<file path="src/rtl/alu_pkg.sv">
// alu_pkg: definitions shared by the operand sequencer and its register file.
//   DW          - datapath width, fixed to match the 16-bit ALU buses
//   FS_*        - ALU function-select encodings (FS_RSVD is the reserved code)
//   alu_state_e - sequencer FSM states
//   FLAG_*      - bit positions of {C,Z,S,V} inside the status register
package alu_pkg;

  localparam int DW = 16;

  localparam logic [3:0] FS_PASS  = 4'b0000;
  localparam logic [3:0] FS_INC   = 4'b0001;
  localparam logic [3:0] FS_DEC   = 4'b0010;
  localparam logic [3:0] FS_ADD   = 4'b0011;
  localparam logic [3:0] FS_SUB   = 4'b0100;
  localparam logic [3:0] FS_AND   = 4'b0101;
  localparam logic [3:0] FS_OR    = 4'b0110;
  localparam logic [3:0] FS_XOR   = 4'b0111;
  localparam logic [3:0] FS_NOT   = 4'b1000;
  localparam logic [3:0] FS_SHL   = 4'b1001;
  localparam logic [3:0] FS_SHR   = 4'b1010;
  localparam logic [3:0] FS_ASR   = 4'b1011;
  localparam logic [3:0] FS_ROL   = 4'b1100;
  localparam logic [3:0] FS_ROR   = 4'b1101;
  localparam logic [3:0] FS_BSWAP = 4'b1110;
  localparam logic [3:0] FS_RSVD  = 4'b1111;

  typedef enum logic [1:0] {
    IDLE = 2'd0,
    EXEC = 2'd1,
    WB   = 2'd2
  } alu_state_e;

  localparam int FLAG_C = 3;
  localparam int FLAG_Z = 2;
  localparam int FLAG_S = 1;
  localparam int FLAG_V = 0;

  function automatic logic is_rsvd(input logic [3:0] fsel);
    return fsel == FS_RSVD;
  endfunction

endpackage

</file>
<file path="src/rtl/alu_regfile.sv">
// alu_regfile: NREGS x DW register file, asynchronously cleared.
//   clk_i, rst_ni          - clock, async active-low clear
//   we_i/waddr_i/wdata_i   - single write port (arbitrated by the parent)
//   raddr_a_i/rdata_a_o    - combinational read port A
//   raddr_b_i/rdata_b_o    - combinational read port B
module alu_regfile
  import alu_pkg::*;
#(
  parameter int NREGS = 8,
  parameter int AW    = 3
) (
  input  logic          clk_i,
  input  logic          rst_ni,
  input  logic          we_i,
  input  logic [AW-1:0] waddr_i,
  input  logic [DW-1:0] wdata_i,
  input  logic [AW-1:0] raddr_a_i,
  output logic [DW-1:0] rdata_a_o,
  input  logic [AW-1:0] raddr_b_i,
  output logic [DW-1:0] rdata_b_o
);

  logic [DW-1:0] regs_q [NREGS];

  always_ff @(posedge clk_i or negedge rst_ni) begin
    if (!rst_ni) begin
      for (int i = 0; i < NREGS; i++) regs_q[i] <= '0;
    end else if (we_i) begin
      regs_q[waddr_i] <= wdata_i;
    end
  end

  assign rdata_a_o = regs_q[raddr_a_i];
  assign rdata_b_o = regs_q[raddr_b_i];

endmodule

</file>
<file path="src/rtl/alu_operand_sequencer.sv">
// alu_operand_sequencer: feeds registered operands to the external 16-bit ALU,
// captures its result and flags, writes them back and returns a response.
//   CLK, RST_N                      - clock, async active-low reset
//   CMD_*                           - command channel (valid/ready)
//   LD_*                            - direct register load channel (valid/ready)
//   ABUS, BBUS, FSEL, CIN           - registered ALU inputs
//   FOUT, ALU_C/Z/S/V               - combinational ALU result and flags
//   RSP_VALID, RSP_DATA, RSP_ERR    - one-cycle response
//   STATUS                          - stored flags {C,Z,S,V}
//   DBG_STATE                       - current FSM state for observation
//
// Handshake: a transfer happens on a rising CLK edge where valid and ready are
// both high. Ready does not depend on the same channel's valid. A requester
// that is not accepted must hold valid and its payload until it is.
// Both channels are only ready in IDLE; a load beats a command in the same
// cycle, so a blocked command simply stays pending.
module alu_operand_sequencer
  import alu_pkg::*;
#(
  parameter int NREGS = 8,
  parameter int AW    = $clog2(NREGS)
) (
  input  logic          CLK,
  input  logic          RST_N,
  input  logic          CMD_VALID,
  output logic          CMD_READY,
  input  logic [3:0]    CMD_FSEL,
  input  logic [AW-1:0] CMD_RA,
  input  logic [AW-1:0] CMD_RB,
  input  logic [AW-1:0] CMD_RD,
  input  logic          CMD_WE,
  input  logic          CMD_FLAGS_WE,
  input  logic          CMD_USEC,
  input  logic          LD_VALID,
  output logic          LD_READY,
  input  logic [AW-1:0] LD_ADDR,
  input  logic [DW-1:0] LD_DATA,
  output logic [DW-1:0] ABUS,
  output logic [DW-1:0] BBUS,
  output logic [3:0]    FSEL,
  output logic          CIN,
  input  logic [DW-1:0] FOUT,
  input  logic          ALU_C,
  input  logic          ALU_Z,
  input  logic          ALU_S,
  input  logic          ALU_V,
  output logic          RSP_VALID,
  output logic [DW-1:0] RSP_DATA,
  output logic          RSP_ERR,
  output logic [3:0]    STATUS,
  output logic [1:0]    DBG_STATE
);

  alu_state_e state_q, state_d;
  logic       cmd_accept, ld_accept;

  logic [DW-1:0] abus_q, bbus_q, res_q;
  logic [3:0]    fsel_q, status_q, flags_q;
  logic          cin_q, we_q, fwe_q, err_q;
  logic [AW-1:0] rd_q;
  logic          rsp_valid_q, rsp_err_q;

  logic [DW-1:0] rf_rdata_a, rf_rdata_b;
  logic          rf_we, wb_write;
  logic [AW-1:0] rf_waddr;
  logic [DW-1:0] rf_wdata;

  // State register
  always_ff @(posedge CLK or negedge RST_N) begin
    if (!RST_N) state_q <= IDLE;
    else        state_q <= state_d;
  end

  // Next-state logic
  always_comb begin
    state_d = state_q;
    case (state_q)
      IDLE:    if (cmd_accept) state_d = EXEC;
      EXEC:    state_d = WB;
      WB:      state_d = IDLE;
      default: state_d = IDLE;
    endcase
  end

  // FSM outputs
  always_comb begin
    LD_READY   = (state_q == IDLE);
    CMD_READY  = (state_q == IDLE) && !LD_VALID;
    ld_accept  = LD_VALID && LD_READY;
    cmd_accept = CMD_VALID && CMD_READY;
    DBG_STATE  = state_q;
  end

  // Operand latch at accept, result capture at end of EXEC, writeback at end of WB.
  always_ff @(posedge CLK or negedge RST_N) begin
    if (!RST_N) begin
      abus_q      <= '0;
      bbus_q      <= '0;
      fsel_q      <= '0;
      cin_q       <= 1'b0;
      rd_q        <= '0;
      we_q        <= 1'b0;
      fwe_q       <= 1'b0;
      err_q       <= 1'b0;
      res_q       <= '0;
      flags_q     <= '0;
      status_q    <= '0;
      rsp_valid_q <= 1'b0;
      rsp_err_q   <= 1'b0;
    end else begin
      if (cmd_accept) begin
        abus_q <= rf_rdata_a;
        bbus_q <= rf_rdata_b;
        fsel_q <= CMD_FSEL;
        cin_q  <= CMD_USEC ? status_q[FLAG_C] : 1'b0;
        rd_q   <= CMD_RD;
        we_q   <= CMD_WE;
        fwe_q  <= CMD_FLAGS_WE;
        err_q  <= is_rsvd(CMD_FSEL);
      end
      if (state_q == EXEC) begin
        // A reserved function returns zero; its flags are never committed.
        res_q   <= err_q ? '0 : FOUT;
        flags_q <= {ALU_C, ALU_Z, ALU_S, ALU_V};
      end
      if (state_q == WB && fwe_q && !err_q) status_q <= flags_q;
      rsp_valid_q <= (state_q == EXEC);
      rsp_err_q   <= (state_q == EXEC) && err_q;
    end
  end

  // Loads only happen in IDLE and writeback only in WB, so they never collide.
  assign wb_write = (state_q == WB) && we_q && !err_q;
  assign rf_we    = ld_accept || wb_write;
  assign rf_waddr = ld_accept ? LD_ADDR : rd_q;
  assign rf_wdata = ld_accept ? LD_DATA : res_q;

  alu_regfile #(
    .NREGS(NREGS),
    .AW   (AW)
  ) u_regfile (
    .clk_i    (CLK),
    .rst_ni   (RST_N),
    .we_i     (rf_we),
    .waddr_i  (rf_waddr),
    .wdata_i  (rf_wdata),
    .raddr_a_i(CMD_RA),
    .rdata_a_o(rf_rdata_a),
    .raddr_b_i(CMD_RB),
    .rdata_b_o(rf_rdata_b)
  );

  assign ABUS      = abus_q;
  assign BBUS      = bbus_q;
  assign FSEL      = fsel_q;
  assign CIN       = cin_q;
  assign RSP_VALID = rsp_valid_q;
  assign RSP_DATA  = res_q;
  assign RSP_ERR   = rsp_err_q;
  assign STATUS    = status_q;

endmodule

</file>
<file path="config.mk">
export PLATFORM = sky130hd
export DESIGN_NAME = alu_operand_sequencer
export DESIGN_NICKNAME = d
export VERILOG_FILES = /design/src/rtl/alu_pkg.sv /design/src/rtl/alu_regfile.sv /design/src/rtl/alu_operand_sequencer.sv
export SDC_FILE = /design/constraint.sdc
export NUM_CORES = 1
export LEC_CHECK = 0
export ABC_AREA = 1
export BUFFER_PORTS_ARGS = -buffer_cell sky130_fd_sc_hd__buf_2
export CAP_MARGIN = 30
export CELL_PAD_IN_SITES_DETAIL_PLACEMENT = 1
export CELL_PAD_IN_SITES_GLOBAL_PLACEMENT = 2
export CORE_ASPECT_RATIO = 0.7
export CORE_UTILIZATION = 35
export CTS_CLUSTER_DIAMETER = 200
export DETAILED_ROUTE_END_ITERATION = 8
export GPL_TIMING_DRIVEN = 0
export PLACE_DENSITY = 0.92
export SKIP_CTS_REPAIR_TIMING = 1
export SYNTH_ARGS = -nofsm -noshare
export SYNTH_HDL_FRONTEND = slang
export SYNTH_SLANG_ARGS = --single-unit
</file>
<file path="constraint.sdc">
create_clock -name CLK -period 2.12 [get_ports CLK]
set_input_delay 0.318 -clock CLK [delete_from_list [all_inputs] [get_ports CLK]]
set_output_delay 0.318 -clock CLK [all_outputs]
set_load 0.01 [all_outputs]
</file>
; Yosys cells after proc, flatten, opt, wreduce, memory -nomap -nowiden
; Index checks and enable logic that the tools add are counted.
[classes]
n_lt_le_gt_ge = 4
n_bitwise = 3
mux = 15
n_eq_ne = 4
reduce_logical = 13
[ops]
columns = op, count
row1 = 128-bit bitwise mux, 1
row2 = 16-bit 2-to-1 mux, 7
row3 = 16-bit binary-select mux with 3-bit select, 2
row4 = 16-bit demux with 3-bit select, 1
row5 = "4-bit >= comparator, second input constant", 3
row6 = 3-bit inverter with 4-bit output, 3
row7 = 1-bit logical AND, 9
row8 = "4-bit == test, second input constant", 1
row9 = "4-bit by 1-bit < comparator with 1-bit output, second input constant", 1
row10 = 2-bit case mux with 2 select lines, 1
row11 = 3-bit 2-to-1 mux, 1
row12 = "2-bit by 1-bit == test with 1-bit output, second input constant", 1
row13 = "2-bit == test, second input constant", 1
row14 = 1-bit logical NOT, 2
row15 = 2-bit logical NOT, 1
row16 = 2-bit 2-to-1 mux, 1
row17 = "2-bit by 1-bit inequality test with 1-bit output, second input constant", 1
row18 = 1-bit logical OR, 1
row19 = 1-bit 2-to-1 mux, 1
[totals]
out_inout_bits = 63
in_bits = 59
register_bits = 199

; Depth between registers and ports, before layout
; Gate-level depths: netlist (run 1).
[logic_depth]
ltp_word = 9
mapped_depth = 11
ltp_nobuf = 8

; Modules after synthesis
; From an unflattened synthesis (run 1), not the netlist that was laid out.
[unflattened]
hier_cells = 1546
area_unflattened_um2 = 10631.4
[modules_own_cells]
columns = mod, area_each_um2, cells_each, instances
row1 = alu_regfile, 7489.7, 1165, 1
row2 = alu_operand_sequencer, 3141.8, 381, 1

; Least setup slack after synthesis (run 1)
; No wires, ideal clock.
[synth_path]
kind = register to register
startpoint = register state_q[1] (netlist: DBG_STATE[1])
endpoint = register u_regfile.regs_q[121] (netlist bit)
required_time_ns = 2.003
path_buffers = 3
slack_ns = 0.415
t_arrival_ns = 1.588
stages_incl_launch_ff = 12
setup_time_ns = 0.117
path_cell_list = dfrtp_1 -> buf_4 -> nor2_8 -> nand2_4 -> buf_6 -> nand2_4 -> nand2_4 -> nor2_8 -> nand2_4 -> buf_6 -> nand2_1 -> nand2_1
[synth_between]
elab_chain_cells = 9
elab_cells_between_ends = 15
cone_classes = 2 x order compare / 1 x eq/ne / 5 x mux / 1 x bitwise / 6 x reduce/logical
[synth_rtl]
columns = item, line
row1 = start: declaration, alu_operand_sequencer.sv:54  ; alu_state_e state_q, state_d;
row2 = start signal: assignment, alu_operand_sequencer.sv:71  ; else state_q <= state_d;
row3 = 2-bit logical NOT (*), alu_operand_sequencer.sv:87  ; LD_READY = (state_q == IDLE);
row4 = named net LD_READY, alu_operand_sequencer.sv:35  ; output logic LD_READY,
row5 = 1-bit logical AND (*), alu_operand_sequencer.sv:89  ; ld_accept = LD_VALID && LD_READY;
row6 = 3-bit 2-to-1 mux, alu_operand_sequencer.sv:135  ; assign rf_waddr = ld_accept ? LD_ADDR : rd_q;
row7 = 3-bit inverter with 4-bit output (implied by the code), alu_regfile.sv:29  ; regs_q[waddr_i] <= wdata_i;
row8 = 4-bit >= comparator (implied by the code) / 4-bit by 1-bit < comparator with 1-bit output (equally long branches), alu_regfile.sv:29
row9 = 1-bit logical AND (implied by the code), alu_regfile.sv:29
row10 = 16-bit 2-to-1 mux (implied by the code), alu_regfile.sv:29
row11 = 16-bit demux with 3-bit select, alu_regfile.sv:29
row12 = 128-bit bitwise mux, alu_regfile.sv:29
row13 = end signal: indexed assignment, alu_regfile.sv:29
row14 = end: declaration, alu_regfile.sv:23  ; logic [DW-1:0] regs_q [NREGS];
; The timed path passes the listed nets; every way through them passes the cells marked *.
; A chain may end at the register's enable or synchronous reset.

; Worst setup path after layout (run 1)
[layout_path]
startpoint = register state_q[1] (netlist: DBG_STATE[1])
endpoint = register u_regfile.regs_q[57] (netlist bit)
[layout_between]
elab_chain_cells = 9
elab_cells_between_ends = 15
cone_classes = 2 x order compare / 1 x eq/ne / 5 x mux / 1 x bitwise / 6 x reduce/logical
[layout_rtl]
columns = item, line
row1 = 2-bit logical NOT, alu_operand_sequencer.sv:87
row2 = 1-bit logical AND, alu_operand_sequencer.sv:89
row3 = 3-bit 2-to-1 mux, alu_operand_sequencer.sv:135
row4 = 3-bit inverter with 4-bit output (implied by the code), alu_regfile.sv:29
row5 = 4-bit >= comparator (implied by the code) / 4-bit by 1-bit < comparator with 1-bit output (equally long branches), alu_regfile.sv:29
row6 = 1-bit logical AND (implied by the code), alu_regfile.sv:29
row7 = 16-bit 2-to-1 mux (implied by the code), alu_regfile.sv:29
row8 = 16-bit demux with 3-bit select, alu_regfile.sv:29
row9 = 128-bit bitwise mux, alu_regfile.sv:29
; Several ways; a longest one is shown, not always the timed one.

==> results.cfg, run 1 <==
[power]
worst_ir_drop_vdd_uv = 491
share_comb_of_total_power_pct = 34.6
power.share.switching_pct = 44.3
seqPwrFrac_pct = 43.3
pwr_density_cell_nw_per_um2 = 1230
total_leakage_power_nw = 6.62
p_total_mw = 15.4
switching_power_mw = 6.83
total_internal_power_mw = 8.59
clock_share_of_power_pct = 22.1

[timing]
setup-violations-final = 0
clock.fmax_mhz = 494
final-max-slew-violation-count = 0
clock_skew_ns = 0.0162
slew_at_the_pin_with_the_worst_max_slew_slack_ns = 0.957
layout_setup_ws_ns = 0.0941
layout_worst_path_cycle_share_pct = 95.6
sum_of_negative_setup_slack_ns = 0
finalHoldWorstSlack_ns = 0.0509
slew_margin_rel_pct = 36.2
rsz0062_at_grt = true
hold_viol = 0
layout_min_cycle_time_ns = 2.03

[floorplan]
floorplan.core_area_um2 = 30200
placement_rows = 53
initial_core_util_pct = 35.8
floorplan.die_area_um2 = 31500
num_io_pins = 122
die_h_um = 149
dieWidth_um = 212

[status]
run_status = finished clean

[place]
place_worst_setup_slack_ns = -0.0590
weighted_congestion_at_the_end_of_routability_driven_global_placement = 1.02
dp_hpwl_mm = 34.7
dp_cells = 1931
number_of_buffer_cells_added_on_primary_ports = 115

[layout]
diodes = 0
register_area_um2 = 4980
final_layout_size_suffix_gt1_share_pct = 16.0
design.final.nets = 1598
fillers = 3778
syn2layout_area_growth_pct = 16.2
finish.cell_count_without_fillers = 1964
area_of_the_multi_input_gates_um2 = 4840

[routing]
drt_pass1_iterations = 5
drtIter0Drc = 1170
totalWireLength_mm = 46.0
drt-wirelength-per-cell_um = 23.4
post_drt_via_cell_ratio = 5.41
routed-via-count = 10600
route.detailed.drc = 0
detail-route-antenna-nets = 0

[yosys]
synth_xor_area_share_pct = 0
post_synthesis_sequential_area_ratio_pct = 46.2
syn_inst = 1403
number_of_synthesis_warnings = 0
synthesis.area_per_instance_um2 = 7.69
main_combinational_cell_family_by_area_after_synthesis = simple AND/OR/NAND/NOR gates
postSynthNetCount = 1462
synth_adder_area_share_pct = 0
synth_cell_types = 27
synth_simple_gate_area_share_pct = 37.1
netlist_area_um2 = 10800
register_bit_total_from_synthesis = 199
synth-compound-area-share_pct = 7.69
post_synth_mux_area_share_pct = 0

[clocking]
cts-root-to-sink-buffers = 2
cts_tree = done
cts_max_level = 4
clock_latency_ns = 0.46
cts-root-buf = clkbuf_16
clkSinkCount = 199
cts-buffers-inserted = 17
worst_setup_hold_path_clk_slew_ns = 0.09

[worst_hold_path]
min_delay_startpoint = ALU_Z
worst_hold_path_type = in -> reg

[global_routing]
combined_global_route_utilization_of_all_metal_layers_pct = 30.4
first_global_vias = 10500
grt_first_pass_wirelength_mm = 68.8
antenna_found_initial = 0
grt.overflow.total = 0
maximum_number_of_pins_on_one_net_before_global_route_repair = 102

[worst_setup_path]
critPathCaptureType = flip-flop
setup.worst_path.start_class = flip-flop
worst_ep_required_time_ns = 2.53
crit_fanout = 10
worstPathCellList = buf_4 -> nor2_8 -> nand2_4 -> inv_4 -> buf_2 -> nand2_1 -> nand2_1 -> nand3_1 -> nand2_1
path_common_cell = nand2_1
crit_path_max_delay_cell_type = dfrtp_1
critPathArrivalTime_ns = 2.43
max_stage_delay_ns = 0.39
timing.setup.critical_path_class = reg -> reg
startpoint_of_the_most_critical_register_to_register_path = DBG_STATE[1]
timing.critical_path.from = DBG_STATE[1]

[job]
drv.max_cap_violation_count = 0
## Yosys cell counts, drive strengths merged
cell	count	area share, %
nand3b	1	0.070
dfrtp	199	46
nor3	1	0.046
o21ai	27	1.3
a21oi	13	0.60
o211ai	83	5.8
o22ai	1	0.058
nand4	1	0.058
clkinv	1	0.035
inv	89	3.1
nor2	12	1.6
nand3	278	13
or2	22	1.3
nand2	576	21
buf	51	4.2
clkbuf	48	1.7
## cells by family (layout without fill, tap and decap cells)
| group | after synthesis | after routing |
|---|---|---|
| compound gates | 124 | 124 |
| flops | 199 | 199 |
| buf+inv | 189 | 338 |
| simple gates | 891 | 891 |
## worst max-delay path, delay by kind of cell, from the launching register on
kind	cells	cell delay, ns
flip-flops	1	0.39
AND/OR/NAND/NOR	6	1.04
buffers and inverters	3	0.53
## layer usage
| metal | global-route usage (%) | vias to the layer above | wire, µm |
|---|---|---|---|
| met5 | 0 | - | 0 |
| met4 | 5.94 | 0 | 565 |
| met3 | 10.6 | 38 | 5610 |
| met2 | 41.4 | 482 | 18200 |
| met1 | 45.6 | 5268 | 21600 |
| li1 | - | 4840 | - |
## sequential cells by signal, indices dropped and copies added, names as in the netlist
signal / flops
ABUS: 16
RSP_ERR: 1
we_q: 1
RSP_DATA: 16
RSP_VALID: 1
DBG_STATE: 2
u_regfile.regs_q: 128
fwe_q: 1
FSEL: 4
STATUS: 4
BBUS: 16
flags_q: 4
rd_q: 3
CIN: 1
err_q: 1
## placed cells by master (no fill, tap or decap), types with 2 or more instances in the layout
master       n
clkbuf_1    48
inv_2        2
o21ai_0     26
buf_4        4
inv_1       86
nand3_1    278
o211ai_1    83
buf_1        6
clkbuf_4     3
a21oi_1     13
or2_2       22
nor2_8       7
buf_2      120
nor2_1       3
nand2_1    554
inv_8        2
clkinv_4     2
inv_12       2
clkbuf_16   17
dfrtp_1    199
nand2_2      7
inv_6        5
nand2_4     15
clkinv_8     3
buf_6       32
## metrics by stage
step | util, % | instance area (µm²)
after floorplan | - | 10800
after global placement | 39.4 | 11900
after detailed placement | 39.5 | 11900
after CTS | 41.5 | 12500
after global routing | 41.6 | 12500
final | 41.6 | 12500
## path summary, 6_finish.rpt
| path | to | slack, ns | depth (start not counted) |
|---|---|---|---|
| worst max-delay path | u_regfile.regs_q[57] | 0.09 | 9 |
| worst min register to register | u_regfile.regs_q[7] | 0.48 | 2 |
| worst max register to register | u_regfile.regs_q[57] | 0.09 | 9 |
| min in group asynchronous | ABUS[0] | 0.48 | 2 |
| worst min-delay path | flags_q[2] | 0.05 | 3 |
| max in group asynchronous | u_regfile.regs_q[72] | 0.63 | 3 |
## layout make-up
type,instances,area share (%)
sequential,199,39.7
multi-input combinational,1015,38.6
buffer,99,5.15
timing repair buffer,117,4.97
tap,412,4.11
clock buffer,17,3.39
inverter,90,2.71
clock inverter,15,1.38
## power by group through the flow
| stage | clock [mW] | combinational [mW] | sequential [mW] |
|---|---|---|---|
| 2_1_floorplan | 0 | 3.10 | 6.22 |
| 3_3_place_gp | 0 | 5.00 | 6.56 |
| 3_5_place_dp | 0 | 5.17 | 6.65 |
| 4_1_cts | 3.47 | 5.22 | 6.60 |
| 5_1_grt | 3.62 | 5.88 | 6.81 |
| 6_report | 3.41 | 5.33 | 6.68 |
Power figures use the tool's default switching activity.
==> run 2, diff against run 1 <==
--- a/config.mk
+++ b/config.mk
@@ -15,6 +15,7 @@
 export CTS_CLUSTER_DIAMETER = 200
 export DETAILED_ROUTE_END_ITERATION = 8
 export GPL_TIMING_DRIVEN = 0
+export MAX_ROUTING_LAYER = met4
 export PLACE_DENSITY = 0.92
 export SKIP_CTS_REPAIR_TIMING = 1
 export SYNTH_ARGS = -nofsm -noshare
==> results.cfg, run 2 (synthesis gave the netlist of run 1 again) <==
[timing]
layout_worst_path_cycle_share_pct = 94.6
sum_of_negative_setup_slack_ns = 0
setup-violations-final = 0
layout_min_cycle_time_ns = 2.00
final-max-slew-violation-count = 0
rsz0062_at_grt = false
clock.fmax_mhz = 499
slew_margin_rel_pct = 41.8
slew_at_the_pin_with_the_worst_max_slew_slack_ns = 0.873
hold_viol = 0
layout_setup_ws_ns = 0.115
clock_skew_ns = 0.0183

[job]
drv.max_cap_violation_count = 0

[worst_hold_path]
worst_hold_path_type = in -> reg

[worst_setup_path]
endpoint = BBUS[2]
critPathArrivalTime_ns = 2.39
critPathCaptureType = flip-flop
reg2regPathDepth = 7
timing.critical_path.from = DBG_STATE[1]
regToRegSetupSlack_ns = 0.12
startpoint_of_the_most_critical_register_to_register_path = DBG_STATE[1]
worst_ep_required_time_ns = 2.51
regToRegEndpoint = BBUS[2]
timing.setup.critical_path_class = reg -> reg
crit_fanout = 10
setup.worst_path.start_class = flip-flop

[routing]
route.detailed.drc = 0
routed-via-count = 10500
detail-route-antenna-nets = 0
drt_pass1_iterations = 5
drt-wirelength-per-cell_um = 23.1
totalWireLength_mm = 45.3
post_drt_via_cell_ratio = 5.34
drtIter0Drc = 900

[clocking]
clock_latency_ns = 0.46
cts-buffers-inserted = 17
cts-root-to-sink-buffers = 2
clkSinkCount = 199
cts_max_level = 4
cts_tree = done
worst_setup_hold_path_clk_slew_ns = 0.08
cts-root-buf = clkbuf_16

[global_routing]
antenna_found_initial = 1
grt.overflow.total = 0
grt_first_pass_wirelength_mm = 67.8
maximum_number_of_pins_on_one_net_before_global_route_repair = 110
combined_global_route_utilization_of_all_metal_layers_pct = 30.7
first_global_vias = 10300

[floorplan]
floorplan.die_area_um2 = 31500
dieWidth_um = 212
floorplan.core_area_um2 = 30200
placement_rows = 53
initial_core_util_pct = 35.8
num_io_pins = 122
die_h_um = 149

[layout]
fillers = 3798
final_layout_size_suffix_gt1_share_pct = 15.9
regMostFlops = u_regfile.regs_q
layout.cells.most_common_list = nand2_1 (556), nand3_1 (278), dfrtp_1 (199)
final_core_utilization_pct = 41.6
finish.cell_count_without_fillers = 1964
design.final.nets = 1598
max_reg_flops = 128
layout_commonest_cell = nand2_1
syn2layout_area_growth_pct = 16.2

[place]
number_of_buffer_cells_added_on_primary_ports = 115
weighted_congestion_at_the_end_of_routability_driven_global_placement = 1.00
place_worst_setup_slack_ns = -0.0935
dp_hpwl_mm = 34.8
dp_cells = 1931

[power]
p_total_mw = 15.5
total_leakage_power_nw = 6.62
pwr_density_cell_nw_per_um2 = 1240
worst_ir_drop_vdd_uv = 489

[status]
run_status = finished clean
## run 2: cell types whose count changed in the layout (fill, tap and decap cells not counted)
| cell | previous run | this run |
|---|---|---|
| diode_2 | 0 | 1 |
| clkinv_4 | 2 | 0 |
| clkinvlp_4 | 1 | 2 |
| inv_12 | 2 | 0 |
| buf_2 | 120 | 122 |
| bufinv_16 | 0 | 1 |
| nand2_2 | 7 | 5 |
| nand2_1 | 554 | 556 |
| clkinv_8 | 3 | 4 |
| clkbuf_4 | 3 | 1 |
## run 2: power breakdown
part	total (mW)	internal [mW]	switching, mW	leakage [nW]
Sequential	6.72	5.28	1.43	2.53
Clock	3.44	1.69	1.75	0.286
Combinational	5.37	1.70	3.68	3.80
## run 2: area by class of cell
cell class,instances,area [µm²],share of cell area (%)
diodes,1,2.50,0.0200
plain buffers,99,641,5.11
clock buffers,17,425,3.39
clock inverters,14,176,1.41
inverters,90,340,2.71
multi-input cells,1015,4830,38.6
flip-flops and latches,199,4980,39.7
well taps,412,515,4.11
repair buffers,117,623,4.97
## run 2: worst min path at each step
stage | from | endpoint | slack, ns | cells past startpoint
after detailed placement | RST_N | ABUS[1] | 0.43 | 1
after global placement | u_regfile.regs_q[35] | u_regfile.regs_q[35] | 0.45 | 2
after global routing | CMD_WE | we_q | 0.05 | 3
after CTS | RST_N | ABUS[1] | -0.07 | 1
final | CMD_FLAGS_WE | fwe_q | 0.06 | 3
after floorplan | RST_N | ABUS[0] | 0.02 | 0
## run 2: per-layer routing
metal  part of all wire (%)  global-route usage [%]  vias to the layer above
li1                       -                       -                     4840
met1                     48                    44.0                     5176
met2                     40                    41.2                      435
met3                     11                    11.0                       29
met4                   0.74                    5.40                        0
met5                      0                       -                        -
## run 2: stage by stage
| stage | cell area (µm²) | hold slack, ns |
|---|---|---|
| 4_1_cts | 12500 | -0.0719 |
| 6_report | 12500 | 0.0581 |
| 2_1_floorplan | 10800 | 0.0224 |
| 5_1_grt | 12500 | 0.0526 |
| 3_3_place_gp | 11900 | 0.455 |
| 3_5_place_dp | 11900 | 0.434 |
## run 2: worst max-delay path, stage by stage, from the launching register on
cell	delay (ns)
dfrtp_1	0.38
buf_4	0.17
nor3_1	0.27
nand2_2	0.21
inv_2	0.23
buf_2	0.35
nand3_1	0.21
nand2_1	0.09
==> run 3, diff against run 2 <==
--- a/config.mk
+++ b/config.mk
@@ -6,11 +6,12 @@
 export NUM_CORES = 1
 export LEC_CHECK = 0
 export ABC_AREA = 1
+export ABC_CLOCK_PERIOD_IN_PS = 2120
 export BUFFER_PORTS_ARGS = -buffer_cell sky130_fd_sc_hd__buf_2
 export CAP_MARGIN = 30
 export CELL_PAD_IN_SITES_DETAIL_PLACEMENT = 1
 export CELL_PAD_IN_SITES_GLOBAL_PLACEMENT = 2
-export CORE_ASPECT_RATIO = 0.7
+export CORE_ASPECT_RATIO = 0.8
 export CORE_UTILIZATION = 35
 export CTS_CLUSTER_DIAMETER = 200
 export DETAILED_ROUTE_END_ITERATION = 8
==> results.cfg, run 3 (synthesis gave the netlist of run 1 again) <==
[status]
run_status = finished clean

[layout]
final_layout_size_suffix_gt1_share_pct = 16.0
design.final.nets = 1598
diodes = 0
layout_commonest_cell = nand2_1
finish.cell_count_without_fillers = 1965
layout.cells.most_common_list = nand2_1 (556), nand3_1 (278), dfrtp_1 (199)
syn2layout_area_growth_pct = 16.6
fillers = 3752
max_reg_flops = 128
regMostFlops = u_regfile.regs_q
post-route-cell-area_um2 = 12600
register_area_um2 = 4980
area_of_the_multi_input_gates_um2 = 4840

[global_routing]
grt_first_pass_wirelength_mm = 66.2
first_global_vias = 10300
antenna_found_initial = 0
grt.overflow.total = 0
maximum_number_of_pins_on_one_net_before_global_route_repair = 122
combined_global_route_utilization_of_all_metal_layers_pct = 29.5

[place]
number_of_buffer_cells_added_on_primary_ports = 115
dp_hpwl_mm = 33.2
dp_cells = 1932
dpl-instance-area_um2 = 11900
weighted_congestion_at_the_end_of_routability_driven_global_placement = 1.00

[timing]
final-max-slew-violation-count = 0
layout_worst_path_cycle_share_pct = 99.3
rsz0062_at_grt = true
sum_of_negative_setup_slack_ns = 0
setup-violations-final = 0
clock_skew_ns = 0.0218
slew_margin_rel_pct = 41.7
slew_at_the_pin_with_the_worst_max_slew_slack_ns = 0.874
clock.fmax_mhz = 475
hold_viol = 0
layout_min_cycle_time_ns = 2.11

[worst_setup_path]
critPathArrivalTime_ns = 2.51
timing.setup.critical_path_class = reg -> reg
crit_path_max_delay_cell_type = dfrtp_1
crit_fanout = 10
setup.worst_path.start_class = flip-flop
worst-path-buf-inv = 3
critPathCaptureType = flip-flop
worst_ep_required_time_ns = 2.52
worstPathCellList = buf_4 -> nor3_2 -> nand2_2 -> inv_2 -> buf_2 -> nand3_1 -> nand2_1
max_stage_delay_ns = 0.39
critical_path.top_delay_family = simple AND/OR/NAND/NOR gates

[routing]
drtIter0Drc = 1008
amount_of_wire_on_met2_after_detailed_routing_mm = 17.8
routed-via-count = 10500
detail-route-antenna-nets = 0
totalWireLength_mm = 44.1
route.top_layer_used = met4
wl_met3_mm = 4.38
drt-wirelength-per-cell_um = 22.4
wl_met1_mm = 21.1
post_drt_via_cell_ratio = 5.34
route.detailed.drc = 0
drt_pass1_iterations = 5

[clocking]
cts-root-to-sink-buffers = 2
cts_max_level = 4
cts-root-buf = clkbuf_16
cts_tree = done
worst_setup_hold_path_clk_slew_ns = 0.09
cts-buffers-inserted = 17
clock_latency_ns = 0.46
clkSinkCount = 199

[job]
drv.max_cap_violation_count = 0

[power]
worst_ir_drop_vdd_uv = 675
pwr_density_cell_nw_per_um2 = 1230
total_leakage_power_nw = 6.64

[floorplan]
dieWidth_um = 198
placement_rows = 57
floorplan.core_area_um2 = 30300
initial_core_util_pct = 35.6
floorplan.die_area_um2 = 31500
die_h_um = 159
num_io_pins = 122

[worst_hold_path]
worst_hold_path_type = in -> reg
[run 3: cell count changes in the layout (fill, tap and decap cells not counted)]
| cell | change |
|---|---|
| inv_6 | -3 |
| inv_12 | +2 |
| inv_8 | +2 |
| clkinv_8 | +1 |
| clkinvlp_4 | -1 |
| diode_2 | -1 |
| nor3_1 | -1 |
| nor3_2 | +1 |
[run 3: path summary, 6_finish.rpt]
check,from,to,slack [ns],depth (start not counted)
min in group asynchronous,RST_N,ABUS[2],0.44,2
max in group asynchronous,RST_N,u_regfile.regs_q[102],0.62,3
setup / recovery,DBG_STATE[1],ABUS[12],0.01,7
hold / removal,CMD_WE,we_q,0.05,3
hold reg to reg,BBUS[14],BBUS[14],0.48,2
setup reg to reg,DBG_STATE[1],ABUS[12],0.01,7
[run 3: where the power goes]
| group | switching, mW | internal (mW) | total (mW) |
|---|---|---|---|
| clock network | 1.84 | 1.74 | 3.58 |
| registers | 1.31 | 5.28 | 6.59 |
| logic | 3.59 | 1.70 | 5.28 |
| total | 6.73 | 8.73 | 15.5 |
[run 3: per-layer routing]
metal	vias up	global-route usage, %
li1	4838	-
met3	67	8.79
met1	5145	43.4
met2	442	38.9
met5	-	-
met4	0	7.29
[run 3: through the flow]
step	utilization, %	setup slack, ns	hold slack, ns	power [mW]
CTS	41.4	-0.275	-0.136	15.3
global route	41.5	-0.0131	0.0712	16.3
finish	41.5	0.0145	0.0537	15.5
global placement	39.2	-2.72	0.454	11.5
detailed placement	39.3	-0.227	0.348	11.7
floorplan	-	0.415	0.0224	9.32
[run 3: tightest hold or removal path, delay by kind of cell]
| family | cells | cell delay (ns) |
|---|---|---|
| and+or+nand+nor | 2 | 0.10 |
| buffers and inverters | 1 | 0.08 |
[run 3: layout make-up]
class	count	share of cell area [%]
plain buffers	99	5.09
clock buffers	17	3.38
clock inverters	15	1.70
inverters	90	2.71
multi-input cells	1015	38.5
flip-flops and latches	199	39.6
well taps	413	4.11
repair buffers	117	4.95
